<file path="config.mk">
export PLATFORM = sky130hd
export DESIGN_NAME = bcd_converter_seq
export DESIGN_NICKNAME = d
export VERILOG_FILES = /design/src/rtl/bcd_converter_seq.sv
export SDC_FILE = /design/constraint.sdc
export NUM_CORES = 1
export LEC_CHECK = 0
export ABC_CLOCK_PERIOD_IN_PS = 1700
export CAP_MARGIN = 5
export CORE_MARGIN = 10
export CORE_UTILIZATION = 48
export CTS_CLUSTER_DIAMETER = 30
export DETAILED_ROUTE_END_ITERATION = 8
export PLACE_DENSITY = 0.77
export SYNTH_ARGS = -nofsm -noshare
export SYNTH_HDL_FRONTEND = slang
export SYNTH_SLANG_ARGS = --single-unit
</file>
<file path="constraint.sdc">
create_clock -name clk -period 1.7 [get_ports clk]
set_input_delay 0.34 -clock clk [delete_from_list [all_inputs] [get_ports clk]]
set_output_delay 0.34 -clock clk [all_outputs]
set_load 0.005 [all_outputs]
</file>
<file path="src/rtl/bcd_converter_seq.sv">
// Sequential binary-to-BCD converter (shift-and-add-3), start/done handshake.
// Ports: clk, rst (async, active high), start, bin[BIN_W] -> busy, done,
//   bcd[4*DIGITS] (digit k at [4k+3:4k]), overflow, digit_en[DIGITS].
// Optional leading-zero blanking of digit_en: define BCD_LZ_BLANK_EN.
module bcd_converter_seq #(
   parameter int BIN_W  = 7,
   parameter int DIGITS = 3
) (
   input  logic                clk,
   input  logic                rst,
   input  logic                start,
   input  logic [BIN_W-1:0]    bin,
   output logic                busy,
   output logic                done,
   output logic [4*DIGITS-1:0] bcd,
   output logic                overflow,
   output logic [DIGITS-1:0]   digit_en
);

   localparam int BW = 4 * DIGITS;
   localparam int CW = $clog2(BIN_W);
   localparam logic [CW-1:0] LAST = CW'(BIN_W - 1);

   typedef enum logic [1:0] {
      IDLE,
      SHIFT,
      DONE
   } state_t;

   state_t            state_q, state_d;
   logic [BIN_W-1:0]  opnd_q, opnd_d;
   logic [BW-1:0]     work_q, work_d;
   logic [CW-1:0]     cnt_q, cnt_d;
   logic              ovf_acc_q, ovf_acc_d;
   logic              done_q, done_d;
   logic [BW-1:0]     bcd_q, bcd_d;
   logic              ovf_q, ovf_d;

   logic [BW-1:0]     adj;
   logic              big;
   logic              ovf_now;

   // Per-digit add-3 correction; big flags a non-decimal digit.
   always_comb begin
      adj = work_q;
      big = 1'b0;
      for (int k = 0; k < DIGITS; k++) begin
         if (work_q[4*k +: 4] >= 4'd5)
            adj[4*k +: 4] = work_q[4*k +: 4] + 4'd3;
         if (work_q[4*k +: 4] > 4'd9)
            big = 1'b1;
      end
   end

   assign ovf_now = ovf_acc_q | big;

   always_comb begin
      state_d   = state_q;
      opnd_d    = opnd_q;
      work_d    = work_q;
      cnt_d     = cnt_q;
      ovf_acc_d = ovf_acc_q;
      done_d    = 1'b0;
      bcd_d     = bcd_q;
      ovf_d     = ovf_q;
      unique case (state_q)
         IDLE: begin
            if (start) begin
               opnd_d    = bin;
               work_d    = '0;
               cnt_d     = '0;
               ovf_acc_d = 1'b0;
               state_d   = SHIFT;
            end
         end
         SHIFT: begin
            // Bit leaving the top digit means the value no longer fits.
            {work_d, opnd_d} = {adj[BW-2:0], opnd_q, 1'b0};
            ovf_acc_d = ovf_acc_q | adj[BW-1];
            cnt_d     = cnt_q + CW'(1);
            if (cnt_q == LAST)
               state_d = DONE;
         end
         DONE: begin
            done_d  = 1'b1;
            ovf_d   = ovf_now;
            bcd_d   = ovf_now ? {DIGITS{4'd9}} : work_q;
            state_d = IDLE;
         end
         default: state_d = IDLE;
      endcase
   end

   always_ff @(posedge clk or posedge rst) begin
      if (rst) begin
         state_q   <= IDLE;
         opnd_q    <= '0;
         work_q    <= '0;
         cnt_q     <= '0;
         ovf_acc_q <= 1'b0;
         done_q    <= 1'b0;
         bcd_q     <= '0;
         ovf_q     <= 1'b0;
      end else begin
         state_q   <= state_d;
         opnd_q    <= opnd_d;
         work_q    <= work_d;
         cnt_q     <= cnt_d;
         ovf_acc_q <= ovf_acc_d;
         done_q    <= done_d;
         bcd_q     <= bcd_d;
         ovf_q     <= ovf_d;
      end
   end

`ifdef BCD_LZ_BLANK_EN
   logic [DIGITS-1:0] den_q, den_d;
   logic              seen;

   // Enable a digit once any digit at or above it is nonzero.
   always_comb begin
      den_d = den_q;
      seen  = 1'b0;
      if (state_q == DONE) begin
         for (int k = DIGITS - 1; k >= 0; k--) begin
            seen     = seen | (work_q[4*k +: 4] != 4'd0);
            den_d[k] = seen;
         end
         den_d[0] = 1'b1;
         if (ovf_now)
            den_d = '1;
      end
   end

   always_ff @(posedge clk or posedge rst) begin
      if (rst)
         den_q <= '1;
      else
         den_q <= den_d;
   end

   assign digit_en = den_q;
`else
   assign digit_en = '1;
`endif

   assign busy     = (state_q == SHIFT);
   assign done     = done_q;
   assign bcd      = bcd_q;
   assign overflow = ovf_q;

endmodule

</file>
==> flow_summary.yaml, run 1 <==
logic_synthesis:
  mappedNetlistArea_um2: 1930
  yosys_register_bits: 39
  yosys_most_used_dff: "sky130_fd_sc_hd__dfrtp_1"
  synth-edff-count: 0
  post_synth_num_cell_types: 37
  postSynthAreaPerCell_um2: 10.4
  yosysWarnings: 0
  synth_area_leaders: "sky130_fd_sc_hd__dfrtp_1, sky130_fd_sc_hd__ha_1, sky130_fd_sc_hd__a21oi_1, sky130_fd_sc_hd__nor3b_1, sky130_fd_sc_hd__o21ai_0"
  synthesis.instances: 186
  async_set_or_reset_register_ratio_after_synthesis_pct: 100
  synth.largest_area_cell: "sky130_fd_sc_hd__dfrtp_1"
  seq_area_frac_synth_pct: 50.6
  yosysTopAreaCellShare_pct: 50.6
  yosys.cell_count.top_type: "sky130_fd_sc_hd__dfrtp_1"
  synth_commonest_cells: "sky130_fd_sc_hd__dfrtp_1, sky130_fd_sc_hd__a21oi_1, sky130_fd_sc_hd__nand2_1, sky130_fd_sc_hd__nor2_1, sky130_fd_sc_hd__o21ai_0"
setup_path:
  crit_path_cell_trace: "inv_1 -> ha_1 -> nor3b_2 -> a211o_1 -> and2b_2 -> a22o_1"
  kind_of_cell_with_the_highest_combined_delay_on_the_critical_path: "simple AND/OR/NAND/NOR gates"
  worst_path_max_fanout: 6
  cp_slowest_cell: "sky130_fd_sc_hd__dfrtp_1"
  logic_depth_of_the_worst_setup_path_including_buffers: 6
  crit_start: "work_q[0]"
  crit_path_max_incr_delay_ps: 370
  worst-endpoint-required_ps: 1880
  regToRegSetupSlack_ps: 60
  crit_end: "bcd[10]"
  r2r-start: "work_q[0]"
  critical_path_arrival_ps: 1820
  timing.rr.end: "bcd[10]"
  timing.setup.critical_path_class: "flip-flop to flip-flop"
  crit_buf_inv: 1
  r2r_depth: 6
  timing.critical_path.from_type: "flip-flop"
  critPathCaptureType: "flip-flop"
global_routing:
  antenna_found_initial: 0
  largest_net_degree_at_the_start_of_global_routing: 40
  number_of_global_route_vias_before_repair: 1451
  global_route_wire_length_before_repair_um: 6910
  global_route_congestion_overflow_total: 0
  grt.total_usage_pct: 12.0
pwr:
  net-switching-power_uw: 1640
  clk_pwr_share_pct: 15.1
  combPwrFrac_pct: 49.5
  leakage_uw: 0.00111
  cellPowerDensity_nw_per_um2: 1810
  cell_int_power_uw: 2850
  share_seq_of_total_power_pct: 35.4
  ir_drop_uv: 962
  p_sw_share_pct: 36.6
finish:
  layout-drive-gt1-share_pct: 18.3
  finalNonFillerCells: 278
  diodes: 0
  num-nets-final: 247
  synthToLayoutAreaGrowth_pct: 28.6
  fin_area_um2: 2480
  fin_util_pct: 65.7
floorplan:
  initial_utilization_pct: 51.1
  floorplan.die.height_um: 83.4
  rows: 22
  coreArea_um2: 3770
  die-width_um: 83.4
  die_footprint_um2: 6950
  io_pins: 28
clocking:
  cts_max_path_buffers: 2
  clkTransAtPathRegs_ps: 70
  clock-sinks: 39
  cts_tree: "done"
  clk_root_buffer_cell: "sky130_fd_sc_hd__clkbuf_8"
  htreeDepth: 2
  cts_inserted_buffers: 5
  clock_insertion_delay_worst_skew_ps: 300
timing:
  layout_min_cycle_time_ps: 1640
  final_max_slew_viol_count: 0
  totalNegativeSetupSlack_ps: 0
  final.period_utilization_pct: 96.3
  setup_viol: 0
  worst_clock_skew_ps: 5.91
  achievable_freq_ghz: 0.611
  finalHoldViolations: 0
  grt_setup_unrepaired: "true"
placed_design:
  dpl.hpwl_um: 3080
  placedCellCount: 269
  gp_congestion: 0.841
  port_buffers: 24
  dpl_cell_area_um2: 2330
detailed_routing:
  totalWireLength_um: 4190
  post_drt_via_cell_ratio: 5.34
  dr_total_vias: 1485
  drt-initial-drc-count: 98
  route.detailed.drc: 0
  route.antenna.remaining_nets: 0
  drt_wl_cell_um: 15.1
  drt_pre_antenna_iters: 4
min_path:
  worstHoldPathType: "input pin to async pin"
flow_run:
  reported_max_cap_violation_count: 0
outcome:
  run_status: "finished, final reports clean"
how the worst min path moves through the flow:
stage,to,cells past startpoint,slack [ps]
2_1_floorplan,opnd_q[6],2,450
3_3_place_gp,opnd_q[3],2,460
3_5_place_dp,opnd_q[2],2,470
4_1_cts,work_q[7],3,410
5_1_grt,state_q[1],3,440
6_report,opnd_q[5],3,390
power by group through the flow:
stage          logic (uW)  clock network [uW]  registers, uW
2_1_floorplan        1300                   0           1540
3_3_place_gp         2060                   0           1590
3_5_place_dp         2120                   0           1600
4_1_cts              2150                 687           1580
5_1_grt              2470                 729           1640
6_report             2220                 678           1590
routing by layer:
metal	wire, um	global-route usage, %	part of all wire (%)
met4	91	6.77	2.2
met5	0	0	0
met2	1940	18.0	46
met1	1930	14.8	46
met3	235	3.61	5.6
cells in the final DEF (no fill, tap or decap), drive strengths merged, types with 7 or more instances in the layout:
| master | count |
|---|---|
| a21oi | 16 |
| a22o | 7 |
| buf | 21 |
| clkbuf | 8 |
| clkdlybuf4s50 | 23 |
| dfrtp | 39 |
| ha | 8 |
| inv | 10 |
| nand2 | 13 |
| nand2b | 7 |
| nor2 | 13 |
| nor3b | 10 |
| o21ai | 17 |
final cells by class:
type	instances	area, um^2
clock buffers	8	100
inverters	12	45.0
well taps	48	60.1
flip-flops and latches	39	976
multi-input cells	126	888
fillers	310	1290
repair buffers	45	409
metrics by stage:
step / power, uW / hold slack [ps] / worst slack, ps
after detailed placement: 3720 / 471 / 6.29
after floorplan: 2840 / 450 / 72.4
after global placement: 3650 / 464 / 16.8
after CTS: 4420 / 410 / 22.6
after global routing: 4830 / 435 / -17.0
final: 4490 / 391 / 63.2
cells by family (layout without fill, tap and decap cells):
kind of cell	count (synthesis)	in the layout	share of synthesized area (%)
buf+inv	23	65	5.84
xor+xnor	4	4	1.82
other cells	1	3	0.194
flops	39	39	50.6
simple gates	49	49	14.3
fa+ha+maj	8	8	5.19
mux	4	4	2.14
compound gates	58	58	19.9
timing repair:
action | CTS | global route
setup endpoints to repair | 6 | 10
pin swaps | 0 | 1
hold buffers | 0 | 0
cloned | 0 | 0
setup buffers | 1 | 0
resized for setup | 2 | 10
worst min-delay path: stages:
cell and delay, ps:
sky130_fd_sc_hd__clkdlybuf4s50_1 400, sky130_fd_sc_hd__inv_1 90, sky130_fd_sc_hd__buf_12 220
registers in the layout, summed over array words and instances (netlist names):
name       cells
ovf_acc_q      1
opnd_q         7
done           1
overflow       1
cnt_q          3
work_q        12
state_q        2
bcd           12
Power figures use the tool's default switching activity.
==> run 2: changes to the inputs <==
--- a/config.mk
+++ b/config.mk
@@ -7,7 +7,6 @@
 export LEC_CHECK = 0
 export ABC_CLOCK_PERIOD_IN_PS = 1700
 export CAP_MARGIN = 5
-export CORE_MARGIN = 10
 export CORE_UTILIZATION = 48
 export CTS_CLUSTER_DIAMETER = 30
 export DETAILED_ROUTE_END_ITERATION = 8
==> run 2 against run 1 <==
Clock-buffer cell count stayed put. Register-to-register slack is essentially flat. Largest cell class unchanged. Fmax shrank 0.28%. Die area down 39%. Final area is 0.96% higher. Final cell count down 0.36%. Sequential power is essentially flat. Flip-flop and latch count stayed put. Via count up 3.0%. Highest routed layer unchanged. Core utilization up 1.1 points. Total power up 2.5%. First-iteration DRC count fell by 28%.
==> flow_summary.yaml, run 2 (synthesized netlist as in run 1, its figures left out) <==
setup_path:
  worst-endpoint-required_ps: 1880
  timing.setup.critical_path_class: "flip-flop to flip-flop"
  r2r_depth: 6
  crit_buf_inv: 1
  crit_start: "work_q[0]"
  worst_path_max_fanout: 6
  critPathCaptureType: "flip-flop"
  timing.rr.end: "bcd[2]"
  kind_of_cell_with_the_highest_combined_delay_on_the_critical_path: "simple AND/OR/NAND/NOR gates"
  timing.critical_path.from_type: "flip-flop"
  crit_path_cell_trace: "inv_2 -> ha_4 -> nor3b_4 -> a211o_1 -> and2b_2 -> a22o_1"
  r2r-start: "work_q[0]"
  cp_slowest_cell: "sky130_fd_sc_hd__dfrtp_1"
  critical_path_arrival_ps: 1820
  crit_path_max_incr_delay_ps: 410
  regToRegSetupSlack_ps: 60
timing:
  setup_viol: 0
  final_max_slew_viol_count: 0
  achievable_freq_ghz: 0.609
  worst_clock_skew_ps: 6.24
  setup_slack_ps: 58.7
  final.period_utilization_pct: 96.5
  finalHoldViolations: 0
  layout_min_cycle_time_ps: 1640
  grt_setup_unrepaired: "true"
  totalNegativeSetupSlack_ps: 0
placed_design:
  dpl_cell_area_um2: 2320
  port_buffers: 24
  placedCellCount: 268
  gp_congestion: 0.787
  dpl.hpwl_um: 3160
  place_worst_setup_slack_ps: -37.2
floorplan:
  die_footprint_um2: 4270
  die-width_um: 65.4
  initial_utilization_pct: 51.5
  io_pins: 28
  rows: 22
  floorplan.die.height_um: 65.4
  coreArea_um2: 3740
finish:
  diodes: 0
  finalNonFillerCells: 277
  synthToLayoutAreaGrowth_pct: 29.8
  layout-drive-gt1-share_pct: 19.2
  num-nets-final: 246
  fin_area_um2: 2500
  commonest_non_fill_non_tap_cells_in_the_layout: "sky130_fd_sc_hd__dfrtp_1, sky130_fd_sc_hd__clkdlybuf4s50_1, sky130_fd_sc_hd__buf_4, sky130_fd_sc_hd__a21oi_1"
  most_common_cell_after_layout_fill_and_taps_aside: "sky130_fd_sc_hd__dfrtp_1"
global_routing:
  largest_net_degree_at_the_start_of_global_routing: 40
  grt.total_usage_pct: 23.1
  global_route_congestion_overflow_total: 0
  global_route_wire_length_before_repair_um: 7330
  antenna_found_initial: 0
  number_of_global_route_vias_before_repair: 1555
clocking:
  clock_insertion_delay_worst_skew_ps: 290
  htreeDepth: 2
  clk_root_buffer_cell: "sky130_fd_sc_hd__clkbuf_8"
  cts_max_path_buffers: 2
  cts_tree: "done"
  cts_inserted_buffers: 5
  clkTransAtPathRegs_ps: 70
  clock-sinks: 39
detailed_routing:
  post_drt_via_cell_ratio: 5.52
  drt-initial-drc-count: 71
  drt_wl_cell_um: 15.5
  totalWireLength_um: 4300
  dr_total_vias: 1530
  drt_pre_antenna_iters: 4
  route.antenna.remaining_nets: 0
  route.detailed.drc: 0
pwr:
  cellPowerDensity_nw_per_um2: 1840
  leakage_uw: 0.00110
  ir_drop_uv: 900
flow_run:
  reported_max_cap_violation_count: 0
min_path:
  worstHoldPathType: "input pin to async pin"
outcome:
  run_status: "finished, final reports clean"
[run 2: how the worst max path moves through the flow]
stage | end | slack (ps) | cells after the start
3_3_place_gp | bcd[10] | 60 | 6
2_1_floorplan | bcd[4] | 70 | 6
3_5_place_dp | bcd[2] | -40 | 6
4_1_cts | bcd[2] | 10 | 6
6_report | bcd[2] | 60 | 6
5_1_grt | bcd[2] | -9 | 6
[run 2: stage by stage]
step / util (%) / power [uW] / hold WS, ps
finish: 66.8 / 4600 / 392
global route: 66.8 / 4930 / 430
CTS: 65.3 / 4490 / 409
detailed placement: 62.1 / 3760 / 477
global placement: 62.1 / 3610 / 465
floorplan: - / 2840 / 450
[run 2: where the power goes]
part           switching, uW  leakage (uW)  internal (uW)
clock network            309     0.0000515            370
registers                283      0.000499           1310
logic                   1120      0.000551           1220
total                   1710       0.00110           2890
[run 2: layout make-up]
cell class,count,area (um^2)
fillers,307,1240
flip-flops and latches,39,977
clock buffers,8,100
well taps,48,60.1
repair buffers,44,402
inverters,12,45.0
multi-input cells,126,918
[run 2: layer usage]
| layer | vias to the layer above | global-route usage, % | part of all wire [%] |
|---|---|---|---|
| li1 | 731 | - | - |
| met1 | 762 | 28.5 | 42 |
| met2 | 26 | 38.8 | 53 |
| met3 | 11 | 5.38 | 2.7 |
| met4 | 0 | 9.24 | 2.4 |
| met5 | - | 0 | 0 |
[run 2: worst min-delay path, stage by stage]
cell and delay (ps):
sky130_fd_sc_hd__clkdlybuf4s50_1 400, sky130_fd_sc_hd__inv_1 90, sky130_fd_sc_hd__buf_12 220
[run 2: repair_timing]
item / in CTS / in global routing
endpoints found under the hold margin: 0 / 0
hold buffers: 0 / 0
setup endpoints to repair: 4 / 12
setup buffers: 1 / 0
gates cloned: 0 / 0
pin swaps: 0 / 4
resized for setup: 5 / 13
